`src/rtl/instr_fetch.sv`:
```
// Single-issue instruction fetch unit: requests one word at PC, holds it for
// execution until the stage downstream releases it, then advances PC.
//
// state | meaning
// IDLE  | out of reset, no request issued yet
// REQ   | read request at PC outstanding, waiting for memory ready
// EXEC  | instruction captured and valid, waiting for stall to drop
module instr_fetch #(
  parameter logic [31:0] RESET_PC = 32'h0000_0000
) (
  input  logic        clk,
  input  logic        reset,
  input  logic        stall,
  input  logic        jump,
  input  logic        branch_taken,
  input  logic [7:0]  offset,
  output logic        imem_read,
  output logic [31:0] imem_addr,
  input  logic [31:0] imem_rdata,
  input  logic        imem_busywait,
  output logic [31:0] instruction,
  output logic        instr_valid,
  output logic [31:0] pc,
  output logic [15:0] instr_count
);

  localparam logic [1:0] IDLE = 2'd0;
  localparam logic [1:0] REQ  = 2'd1;
  localparam logic [1:0] EXEC = 2'd2;

  logic [1:0]  state;
  logic [31:0] pc_inc;
  logic [31:0] br_disp;
  logic [31:0] pc_next;

  // Offset is in words; scaling by 4 keeps PC[1:0] at zero.
  assign br_disp = {{22{offset[7]}}, offset, 2'b00};
  assign pc_inc  = pc + 32'd4;
  assign pc_next = (jump || branch_taken) ? (pc_inc + br_disp) : pc_inc;

  assign imem_read   = (state == REQ);
  assign instr_valid = (state == EXEC);
  assign imem_addr   = pc;

  always_ff @(posedge clk or posedge reset) begin
    if (reset) begin
      state       <= IDLE;
      pc          <= RESET_PC;
      instruction <= 32'h0;
      instr_count <= 16'h0;
    end else begin
      case (state)
        IDLE: state <= REQ;
        REQ: begin
          if (!imem_busywait) begin
            instruction <= imem_rdata;
            state       <= EXEC;
          end
        end
        EXEC: begin
          if (!stall) begin
            pc          <= pc_next;
            instr_count <= instr_count + 16'd1;
            state       <= REQ;
          end
        end
        default: state <= IDLE;
      endcase
    end
  end

endmodule

```
`config.mk`:
```
export PLATFORM = sky130hd
export DESIGN_NAME = instr_fetch
export DESIGN_NICKNAME = d
export VERILOG_FILES = /design/src/rtl/instr_fetch.sv
export SDC_FILE = /design/constraint.sdc
export NUM_CORES = 1
export LEC_CHECK = 0
export BUFFER_PORTS_ARGS = -buffer_cell sky130_fd_sc_hd__clkbuf_2
export CAP_MARGIN = 5
export CORE_MARGIN = 5
export CORE_UTILIZATION = 54
export CTS_BUF_LIST = sky130_fd_sc_hd__clkbuf_16
export CTS_CLUSTER_DIAMETER = 50
export DETAILED_ROUTE_END_ITERATION = 7
export PLACE_DENSITY = 0.82
export SLEW_MARGIN = 15
export SYNTH_ARGS = -nofsm -noshare
export SYNTH_HDL_FRONTEND = slang
export SYNTH_SLANG_ARGS = --single-unit
```
`constraint.sdc`:
```
create_clock -name clk -period 5 [get_ports clk]
set_input_delay 0 -clock clk [delete_from_list [all_inputs] [get_ports clk]]
set_output_delay 0 -clock clk [all_outputs]
set_load 0.03 [all_outputs]
```
==> out/results.ini <==
[clock_network]
cts_tree=done
clk_pin_slew_worst_paths_ps=70
hold_buffers=34
cts-root-buf=clkbuf_16
h-tree-depth=3
cts_made_buffers=9
worstSkewPairLatency_ps=340
cts_max_path_buffers=2
cts_resized=0
cts_setup_buffers=0
clkSinkCount=80

[timing]
min_period_ps=4370
setup_violations=0
whs_ps=-37.5
skew_ps=14.1
max_slew_margin_pct=31.0
max_freq_mhz=229
grt_setup_unrepaired=false
tns_ps=0
period_share_pct=87.4
slew_viol_final=0
worst_pin_slew_ps=1030
hold_violations=30

[cells_and_area]
fin_cells=950
fillerInstances=806
diodes=0
final_cell_mix=clkbuf_2 (155), dfrtp_1 (80), nand2_1 (64)
fin_nets=890
layout-drive-gt1-share_pct=27.8
register_area_mm2=0.00200
syn_to_final_growth_pct=22.5
multi_input_area_mm2=0.00349
final_common_cell=clkbuf_2

[synthesis]
yosys_warnings=0
synth.avg_cell_area_um2=8.93
ys_types=57
synth-edff-count=0
syn_area_mm2=0.00587
synthArstFlopShare_pct=100
ys_ff_latch=80
syn_inst=657
seq_area_frac_synth_pct=34.1
synth_ff_type=dfrtp_1

[global_route]
grt_use_total_pct=26.5
grt.overflow.total=0
grt_pass1_wl_um=27900
first_global_vias=5410
antenna_found_initial=0
grt_start_max_net_pins=81

[flow_run]
drv_cap=0

[drt]
route.detailed.drc=0
wl_per_cell_um=18.5
dr.first_iter.drc_count=611
drtPass1Iterations=6
final_antenna_net_count=0
num_vias=5708
vias_per_cell=6.01
wl_um=17600

[power]
peakVddDrop_v=0.000384
power_density_mw_per_mm2=721
leakagePower_nw=3.38

[worst_setup_path]
cp_max_fo=10
end_kind=flop
critPathLaunchType=flop
crit_required_ps=5260
critPathArrivalTime_ps=4630
critical_path_class=reg -> reg

[floorplanning]
die_h_um=114
start_util_pct=54.6
rows=38
core-area_mm2=0.0107
die_area_mm2=0.0130
die_x_um=114
ios=160

[placed_design]
gp_congestion=0.996
dp_hpwl_um=12100
port_buffers=155
dpl.cell_count=900

[worst_hold_path]
hold_class=in -> async

[outcome]
outcome=finished with violations
failed_checks=hold timing

-- synthesized netlist by cell type, types with 3 or more instances --
cell      number  share of area, %
dfrtp_1       80                34
nand2_1       64               4.1
a21oi_1       50               4.3
nor2_1        43               2.8
o21ai_0       42               3.6
xnor2_1       40               6.0
ha_1          38               8.1
buf_4         34               4.4
mux2_2        32               6.1
nand3_1       26               2.2
xor2_1        24               3.6
clkbuf_1      22               1.4
nand4_1       19               2.0
nor3_1        18               1.5
a21o_1        15               1.9
and3_1        13               1.4
inv_1          9              0.58
a22oi_1        6              0.77
a31oi_1        6              0.64
nor2b_1        5              0.53
o211ai_1       5              0.64
o22ai_1        5              0.53
and4_1         4              0.60
o21a_1         4              0.51
o21bai_1       4              0.51
a221o_1        3              0.51
nand2b_1       3              0.32
nor4_1         3              0.32
or2_2          3              0.32
or3_1          3              0.32
-- worst max-delay path, stage by stage (launching register included) --
cell      delay, ps
dfrtp_1         530
nand4_1         180
nor3_1          660
nand2_1         210
nor2_1          340
nand2_1         220
xnor2_1         280
ha_1            350
nand2_1         100
o21ai_0         130
a221oi_1        480
and4_1          260
a41oi_1          60
nand3_1         150
mux2i_1         220
xnor2_1         140
-- worst paths after layout --
path	startpoint	end	slack, ps	depth (start not counted)
max in group asynchronous	reset	instr_count[9]	4360	3
worst max register to register	imem_addr[4]	imem_addr[31]	630	15
worst min register to register	instr_count[15]	instr_count[15]	490	1
worst min-delay path	reset	instruction[22]	-40	3
min in group clk	imem_busywait	state[1]	10	3
worst max-delay path	imem_addr[4]	imem_addr[31]	630	15
-- power breakdown --
part	leakage (nW)	internal (mW)	switching [mW]
clock	0.154	0.444	0.289
combinational	2.25	1.13	2.04
sequential	0.973	0.917	0.368
-- kinds of logic after synthesis --
kind of cell    Yosys count  synth area share [%]
fa+ha+maj                39                  8.45
buf+inv                  69                  6.63
flops                    80                  34.1
compound gates          160                  17.4
xor+xnor                 64                  9.56
simple gates            210                  17.3
mux                      34                  6.48
other cells               1                0.0639
-- state kept, by name, indices dropped and copies added, names as in the netlist --
register,cells
imem_addr,30
state,2
instruction,32
instr_count,16
-- area by class of cell --
cell class                 count  share of cell area [%]
clock inverter                 7                    1.44
timing repair buffer         194                    16.0
clock buffer                   9                    3.13
multi-input combinational    511                    48.6
inverter                       9                   0.487
sequential                    80                    27.9
tap                          140                    2.44
-- stage by stage --
| stage | cell area (um2) | worst slack [ps] | power [mW] | util, % | hold WS [ps] |
|---|---|---|---|---|---|
| 3_5_place_dp | 6520 | 786 | 4.35 | 60.7 | 243 |
| 2_1_floorplan | 5880 | 1070 | 3.67 | - | 112 |
| 3_3_place_gp | 6520 | 987 | 4.27 | 60.7 | 233 |
| 5_1_grt | 7190 | 342 | 5.50 | 66.9 | 14.3 |
| 6_report | 7190 | 631 | 5.18 | 66.9 | -37.5 |
| 4_1_cts | 7190 | 751 | 5.13 | 66.9 | 5.32 |
-- metal layers --
layer  vias up  track usage (%)  wire, um
met4         0             11.1       554
met5         -                0         0
li1       2638                -         -
met3        63             5.13      1620
met2       330             42.5      8090
met1      2677             35.2      7340
Power figures use the tool's default switching activity.
